`src/rtl/overture_io_port.sv`:
```
// Byte-wide I/O peripheral for the Overture CPU: a host-to-CPU input FIFO and a CPU-to-host output FIFO.
// Sticky error flags exist only when OVERTURE_IO_ERR_EN is defined; otherwise both flags are tied to 0.
module overture_io_port #(
  parameter int IN_DEPTH  = 4,
  parameter int OUT_DEPTH = 4
) (
  input  logic                         clk,
  input  logic                         reset,
  input  logic [7:0]                   host_in_data,
  input  logic                         host_in_valid,
  output logic                         host_in_ready,
  output logic [7:0]                   cpu_in_data,
  output logic                         cpu_in_avail,
  input  logic                         cpu_in_rd,
  input  logic [7:0]                   cpu_out_data,
  input  logic                         cpu_out_wr,
  output logic [7:0]                   host_out_data,
  output logic                         host_out_valid,
  input  logic                         host_out_ready,
  output logic [$clog2(IN_DEPTH):0]    in_count,
  output logic [$clog2(OUT_DEPTH):0]   out_count,
  output logic                         err_underflow,
  output logic                         err_overflow
);

  localparam int IAW = $clog2(IN_DEPTH);
  localparam int OAW = $clog2(OUT_DEPTH);
  localparam logic [IAW:0] IN_FULL  = (IAW + 1)'(IN_DEPTH);
  localparam logic [OAW:0] OUT_FULL = (OAW + 1)'(OUT_DEPTH);

  logic [7:0]     in_mem_q  [IN_DEPTH];
  logic [7:0]     out_mem_q [OUT_DEPTH];
  logic [IAW-1:0] in_rd_ptr_q,  in_rd_ptr_d,  in_wr_ptr_q,  in_wr_ptr_d;
  logic [OAW-1:0] out_rd_ptr_q, out_rd_ptr_d, out_wr_ptr_q, out_wr_ptr_d;
  logic [IAW:0]   in_count_q,  in_count_d;
  logic [OAW:0]   out_count_q, out_count_d;

  logic in_push, in_pop, out_push, out_pop;

  // Flow-control outputs come only from registered occupancy.
  assign host_in_ready  = (in_count_q != IN_FULL);
  assign cpu_in_avail   = (in_count_q != '0);
  assign host_out_valid = (out_count_q != '0);

  assign cpu_in_data   = cpu_in_avail   ? in_mem_q[in_rd_ptr_q]   : 8'h00;
  assign host_out_data = host_out_valid ? out_mem_q[out_rd_ptr_q] : 8'h00;

  assign in_push  = host_in_valid && host_in_ready;
  assign in_pop   = cpu_in_rd && cpu_in_avail;
  assign out_pop  = host_out_valid && host_out_ready;
  // A full output FIFO still takes a write when the host drains the head in the same cycle.
  assign out_push = cpu_out_wr && ((out_count_q != OUT_FULL) || out_pop);

  assign in_count  = in_count_q;
  assign out_count = out_count_q;

  always_comb begin
    in_rd_ptr_d = in_pop  ? in_rd_ptr_q + 1'b1 : in_rd_ptr_q;
    in_wr_ptr_d = in_push ? in_wr_ptr_q + 1'b1 : in_wr_ptr_q;
    in_count_d  = in_count_q;
    case ({in_push, in_pop})
      2'b10:   in_count_d = in_count_q + 1'b1;
      2'b01:   in_count_d = in_count_q - 1'b1;
      default: in_count_d = in_count_q;
    endcase
  end

  always_comb begin
    out_rd_ptr_d = out_pop  ? out_rd_ptr_q + 1'b1 : out_rd_ptr_q;
    out_wr_ptr_d = out_push ? out_wr_ptr_q + 1'b1 : out_wr_ptr_q;
    out_count_d  = out_count_q;
    case ({out_push, out_pop})
      2'b10:   out_count_d = out_count_q + 1'b1;
      2'b01:   out_count_d = out_count_q - 1'b1;
      default: out_count_d = out_count_q;
    endcase
  end

  always_ff @(posedge clk or negedge reset) begin
    if (!reset) begin
      in_rd_ptr_q  <= '0;
      in_wr_ptr_q  <= '0;
      in_count_q   <= '0;
      out_rd_ptr_q <= '0;
      out_wr_ptr_q <= '0;
      out_count_q  <= '0;
    end else begin
      in_rd_ptr_q  <= in_rd_ptr_d;
      in_wr_ptr_q  <= in_wr_ptr_d;
      in_count_q   <= in_count_d;
      out_rd_ptr_q <= out_rd_ptr_d;
      out_wr_ptr_q <= out_wr_ptr_d;
      out_count_q  <= out_count_d;
    end
  end

  // Storage needs no reset: the head is masked to 8'h00 whenever a FIFO is empty.
  always_ff @(posedge clk) begin
    if (in_push)  in_mem_q[in_wr_ptr_q]   <= host_in_data;
    if (out_push) out_mem_q[out_wr_ptr_q] <= cpu_out_data;
  end

`ifdef OVERTURE_IO_ERR_EN
  logic err_underflow_q, err_overflow_q;
  logic underflow_evt, overflow_evt;

  assign underflow_evt = cpu_in_rd && !cpu_in_avail;
  assign overflow_evt  = cpu_out_wr && !out_push;

  always_ff @(posedge clk or negedge reset) begin
    if (!reset) begin
      err_underflow_q <= 1'b0;
      err_overflow_q  <= 1'b0;
    end else begin
      if (underflow_evt) err_underflow_q <= 1'b1;
      if (overflow_evt)  err_overflow_q  <= 1'b1;
    end
  end

  assign err_underflow = err_underflow_q;
  assign err_overflow  = err_overflow_q;
`else
  assign err_underflow = 1'b0;
  assign err_overflow  = 1'b0;
`endif

endmodule

```
`config.mk`:
```
export PLATFORM = sky130hd
export DESIGN_NAME = overture_io_port
export DESIGN_NICKNAME = d
export VERILOG_FILES = /design/src/rtl/overture_io_port.sv
export SDC_FILE = /design/constraint.sdc
export NUM_CORES = 1
export LEC_CHECK = 0
export ABC_AREA = 1
export CAP_MARGIN = 40
export CORE_UTILIZATION = 58
export CTS_CLUSTER_DIAMETER = 40
export CTS_CLUSTER_SIZE = 12
export DETAILED_ROUTE_END_ITERATION = 10
export PLACE_DENSITY = 0.9
export SKIP_LAST_GASP = 1
export SLEW_MARGIN = 10
export SYNTH_ARGS = -nofsm -noshare
export SYNTH_HDL_FRONTEND = slang
export SYNTH_SLANG_ARGS = --single-unit
```
`constraint.sdc`:
```
create_clock -name clk -period 4.3 [get_ports clk]
set_clock_uncertainty 0.05 [all_clocks]
set_input_delay 0.86 -clock clk [delete_from_list [all_inputs] [get_ports clk]]
set_output_delay 0.86 -clock clk [all_outputs]
set_load 0.1 [all_outputs]
```
# Yosys cells after proc, flatten, opt, wreduce, memory -nomap -nowiden
# Memories as Yosys holds them, arrays and structs flattened.
# Index checks and enable logic that the tools add are counted.
# Widths: inputs -> output; s select.
[totals]
reg_bits = 14
latch_bits = 0
ramBits = 64
mem_bits_ro = 0
inputBits = 22
output_inout_bits = 27
elab_cells = 39
memories = 2
[op_classes]
n_addsub = 8
mul = 0
n_div = 0
order_cmp = 0
n_eq_ne = 6
shift = 0
muxes = 8
bitwise_logic = 0
reduce_logical = 9
[memory_table]
columns = ["name", "depth", "width", "rd", "rd_ports_with_merged_regs", "write_ports", "line", "text"]
rows = [
  ["in_mem_q", 4, 8, 1, 0, 1, "31", "logic [7:0] in_mem_q [IN_DEPTH];"],
  ["out_mem_q", 4, 8, 1, 0, 1, "32", "logic [7:0] out_mem_q [OUT_DEPTH];"],
]
[op_table]
columns = ["cell", "count"]
rows = [
  ["$mux 8", 2],
  ["$pmux 3 s2", 2],
  ["$add 2x1->2 const B", 4],
  ["$add 3x1->3 const B", 2],
  ["$ne 3x3->1 const B", 2],
  ["$reduce_bool 3->1", 2],
  ["$sub 3x1->3 const B", 2],
  ["$eq 2x1->1 const B", 2],
  ["$eq 2x2->1 const B", 2],
  ["$logic_and 1x1->1", 4],
  ["$mux 1", 4],
  ["$reduce_bool 2->1", 2],
  ["$logic_or 1x1->1", 1],
]

# Depth between registers and ports, before layout
[logic_depth]
ltp_word = 6
depth_mapped = 9
depth_no_buf = 9

# Least setup slack after synthesis
# No wires, ideal clock.
[synth_timing]
kind = "register -> output"
start = "register out_count_q[2] (netlist: out_count[2])"
end = "output host_out_data[0]"
t_arrival_ns = 3.074
t_required_ns = 3.390
slack_ns = 0.316
stages_incl_launch_ff = 5
cell_sequence = "dfrtp_1 > inv_2 > nand2_4 > inv_1 > a21oi_1"
[synth_via]
elab_chain_len = 2
[synth_rtl]
columns = ["item", "line", "text"]
rows = [
  ["from (decl)", "36", "logic [OAW:0] out_count_q, out_count_d;"],
  ["from (signal assigned)", "93", "out_count_q <= out_count_d;"],
  ["$reduce_bool 3->1", "43", "assign host_out_valid = (out_count_q != '0);"],
  ["named net host_out_valid", "18", "output logic host_out_valid,"],
  ["$mux 8", "46", "assign host_out_data = host_out_valid ? out_mem_q[out_rd_ptr_q] : 8'h00;"],
  ["to (decl)", "17", "output logic [7:0] host_out_data,"],
]
# The timed path passes the listed nets, and every way through them passes these cells.

# Worst setup path in the final report
[layout_timing]
start = "register in_rd_ptr_q[0]"
end = "output cpu_in_data[7]"
[layout_via]
elab_chain_len = 2
[layout_rtl]
columns = ["item", "line", "text"]
rows = [
  ["from (decl)", "33", "logic [IAW-1:0] in_rd_ptr_q, in_rd_ptr_d, in_wr_ptr_q, in_wr_ptr_d;"],
  ["from (signal assigned)", "88", "in_rd_ptr_q <= in_rd_ptr_d;"],
  ["$mem_v2 4x8", "n/a", ""],
  ["$mux 8", "45", "assign cpu_in_data = cpu_in_avail ? in_mem_q[in_rd_ptr_q] : 8'h00;"],
  ["to (decl)", "12", "output logic [7:0] cpu_in_data,"],
]
# Every way passes these cells.

==> flow_metrics.py <==
metrics = {
    "synth": {
        "ys_ff_latch": 78,
        "syn_avg_cell_area_um2": 11.79,
        "synth_warnings": 0,
        "synth_enable_flop_cells": 64,
        "synth_cell_type_count": 28,
        "mappedNetlistArea_um2": 3418,
        "synthTopCellsByCount": "sky130_fd_sc_hd__nor2_1, sky130_fd_sc_hd__edfxtp_1, sky130_fd_sc_hd__o21ai_0",
        "number_of_instances_in_the_synthesized_netlist": 290,
        "seq_area_frac_synth": 0.6647,
        "yosys_most_used_dff": "sky130_fd_sc_hd__edfxtp_1",
        "yosysMostFrequentCell": "sky130_fd_sc_hd__nor2_1",
        "netlist.area_leader.share": 0.5622,
        "synth.largest_area_cell": "sky130_fd_sc_hd__edfxtp_1",
        "async_reset_ff_frac": 0.1795,
        "yosys-top-cells-area": "sky130_fd_sc_hd__edfxtp_1, sky130_fd_sc_hd__dfrtp_1, sky130_fd_sc_hd__nor2_1",
    },
    "global_routing": {
        "antenna_found_initial": 0,
        "grt_overflow_total": 0,
        "grt_util_all_layers": 0.2403,
        "first_global_vias": 2330,
        "grt_first_pass_wirelength_um": 10780,
        "grt_max_degree": 20,
    },
    "route": {
        "drc": 0,
        "initialDrtViolationCount": 148,
        "totalWireLength_um": 6771,
        "vias": 2271,
        "wl_per_cell_um": 15.97,
        "antenna_left": 0,
        "routed_via_density": 5.356,
        "initial_drt_pass_iterations": 4,
    },
    "outcome": {
        "outcome": "complete, no violations",
    },
    "worst_setup_path": {
        "path_max_fanout": 19,
        "cp_num_buf_inv": 2,
        "setup.worst_path.end_class": "output pin",
        "cp_data_required_time_ps": 3390,
        "max_stage_delay_ps": 820,
        "worstSetupPathType": "register to output pin",
        "startpoint_type_of_the_worst_setup_path": "register",
        "crit_chain": "inv_2, o21ai_0, a21oi_1, buf_4",
        "worst-endpoint-arrival_ps": 2070,
        "slowest_stage": "sky130_fd_sc_hd__dfrtp_1",
        "critical_path.top_delay_family": "flip-flops",
    },
    "cells_and_area": {
        "antenna-diode-count": 0,
        "fraction_of_layout_cells_with_a_size_suffix_above_1": 0.1619,
        "layout.core_utilization": 0.7548,
        "final_nets": 380,
        "final-instance-count-excl-fill": 424,
        "finalInstanceArea_um2": 4233,
        "areaGrowthSynthToFinish_pct": 23.83,
        "fillerInstances": 355,
    },
    "sta": {
        "count_of_endpoints_failing_setup_in_the_final_report": 0,
        "tightest_slew_ps": 838.2,
        "peak_clock_frequency_supported_by_timing_mhz": 335.5,
        "post-route-min-period_ps": 2981,
        "rsz0062_at_grt": "false",
        "finalHoldViolations": 0,
        "timing.max_slew.rel_slack": 0.4391,
        "min_period_over_period": 0.6932,
        "final_max_slew_violation_count": 0,
        "finalSetupTns_ps": 0,
    },
    "place": {
        "dpl.cell_count": 408,
        "hpwl_um": 4546,
        "numPortBuffers": 46,
        "place_area_um2": 4009,
        "place.gp.congestion": 0.7573,
    },
    "clocking": {
        "cts.htree.levels": 3,
        "clock_network_latency_to_the_later_pin_of_the_worst_skew_pair_ps": 340,
        "clk_root_buffer_cell": "sky130_fd_sc_hd__clkbuf_8",
        "cts.hold.buffers_added": 0,
        "cts_num_sinks": 78,
        "cts_setup_buffers": 0,
        "cts-buffers-inserted": 9,
        "max-clock-path-buffers": 2,
        "cts_repair_resize_count": 0,
        "clock_tree_from_tritoncts": "built",
        "clk_transition_reported_paths_ps": 70,
    },
    "floorplanning": {
        "pin_count": 49,
        "core.rowCount": 27,
        "initial_core_util": 0.6095,
        "die_width_um": 78.77,
        "floorplan.die.height_um": 78.77,
        "area_of_the_die_um2": 6205,
        "coreArea_um2": 5608,
    },
    "run": {
        "maxCapViolCount": 0,
    },
    "hold_path": {
        "hold_class": "register to register",
    },
}
[cell type report]
type / count / area (µm²) / share of cell area
tap: 72 / 90.09 / 0.02128
sequential: 78 / 2272 / 0.5368
clock buffer: 12 / 155.1 / 0.03665
timing repair buffer: 55 / 568.0 / 0.1342
clock inverter: 4 / 68.82 / 0.01626
multi-input combinational: 174 / 969.7 / 0.2291
inverter: 29 / 108.9 / 0.02572
[kinds of logic after synthesis]
family	count (synthesis)	synth area share
buf+inv	39	0.05271
fa+ha+maj	11	0.04466
simple gates	97	0.1288
flops	78	0.6647
compound gates	56	0.08529
xor+xnor	8	0.02270
other cells	1	0.001097
[per-stage QoR]
| stage | hold WS, ps | setup WS [ps] |
|---|---|---|
| CTS | 544.8 | 1309 |
| detailed placement | 532.9 | 1565 |
| global route | 559.0 | 1136 |
| floorplan | 506.6 | 316.0 |
| finish | 543.4 | 1319 |
| global placement | 510.1 | 1422 |
[final timing paths]
path	cells past startpoint	slack (ps)	startpoint	end
max	4	1320	in_rd_ptr_q[0]$_DFFE_PN0P_	cpu_in_data[7]
min in group asynchronous	1	870	reset	in_rd_ptr_q[1]$_DFFE_PN0P_
max reg2reg	6	2240	in_count[1]$_DFFE_PN0P_	in_count[1]$_DFFE_PN0P_
min	1	540	out_count[0]$_DFFE_PN0P_	out_count[0]$_DFFE_PN0P_
min reg2reg	1	540	out_count[0]$_DFFE_PN0P_	out_count[0]$_DFFE_PN0P_
max in group asynchronous	1	2920	reset	in_wr_ptr_q[1]$_DFFE_PN0P_
[layout by cell type, fill, tap and decap left out, types with 2 or more instances in the layout]
cell,netlist,routed
sky130_fd_sc_hd__inv_1,25,25
sky130_fd_sc_hd__nand3_2,2,2
sky130_fd_sc_hd__a21oi_1,20,20
sky130_fd_sc_hd__nand2_2,4,4
sky130_fd_sc_hd__ha_1,9,9
sky130_fd_sc_hd__conb_1,1,2
sky130_fd_sc_hd__bufinv_16,0,2
sky130_fd_sc_hd__clkbuf_8,1,11
sky130_fd_sc_hd__nor2_1,75,75
sky130_fd_sc_hd__o21ai_0,33,33
sky130_fd_sc_hd__buf_8,0,8
sky130_fd_sc_hd__o21ai_1,2,2
sky130_fd_sc_hd__inv_2,4,4
sky130_fd_sc_hd__clkdlybuf4s50_1,0,30
sky130_fd_sc_hd__nor2_4,2,2
sky130_fd_sc_hd__edfxtp_1,64,64
sky130_fd_sc_hd__xor2_1,5,5
sky130_fd_sc_hd__nand4_1,2,2
sky130_fd_sc_hd__fa_1,2,2
sky130_fd_sc_hd__dfrtp_1,14,14
sky130_fd_sc_hd__nand3_1,3,3
sky130_fd_sc_hd__nand2_4,2,2
sky130_fd_sc_hd__nand2_1,5,5
sky130_fd_sc_hd__buf_4,5,16
sky130_fd_sc_hd__xnor2_1,2,2
[sequential cells by signal, summed over array words and instances, names as in the netlist]
name	flops
in_count	3
in_mem_q	32
in_rd_ptr_q	2
in_wr_ptr_q	2
out_count	3
out_mem_q	32
out_rd_ptr_q	2
out_wr_ptr_q	2
[layer usage]
| metal | up-vias | part of all wire | wire [µm] | track usage |
|---|---|---|---|---|
| met5 | - | 0 | 0 | 0 |
| met4 | 0 | 0.0064 | 43 | 0.1019 |
| met3 | 4 | 0.045 | 305 | 0.05862 |
| met2 | 64 | 0.54 | 3670 | 0.4287 |
| met1 | 1116 | 0.41 | 2751 | 0.2744 |
| li1 | 1087 | - | - | - |
Power is left out: the tool's default activity adds up to more than one toggle a clock period on the data nets, which glitch-free logic cannot reach.
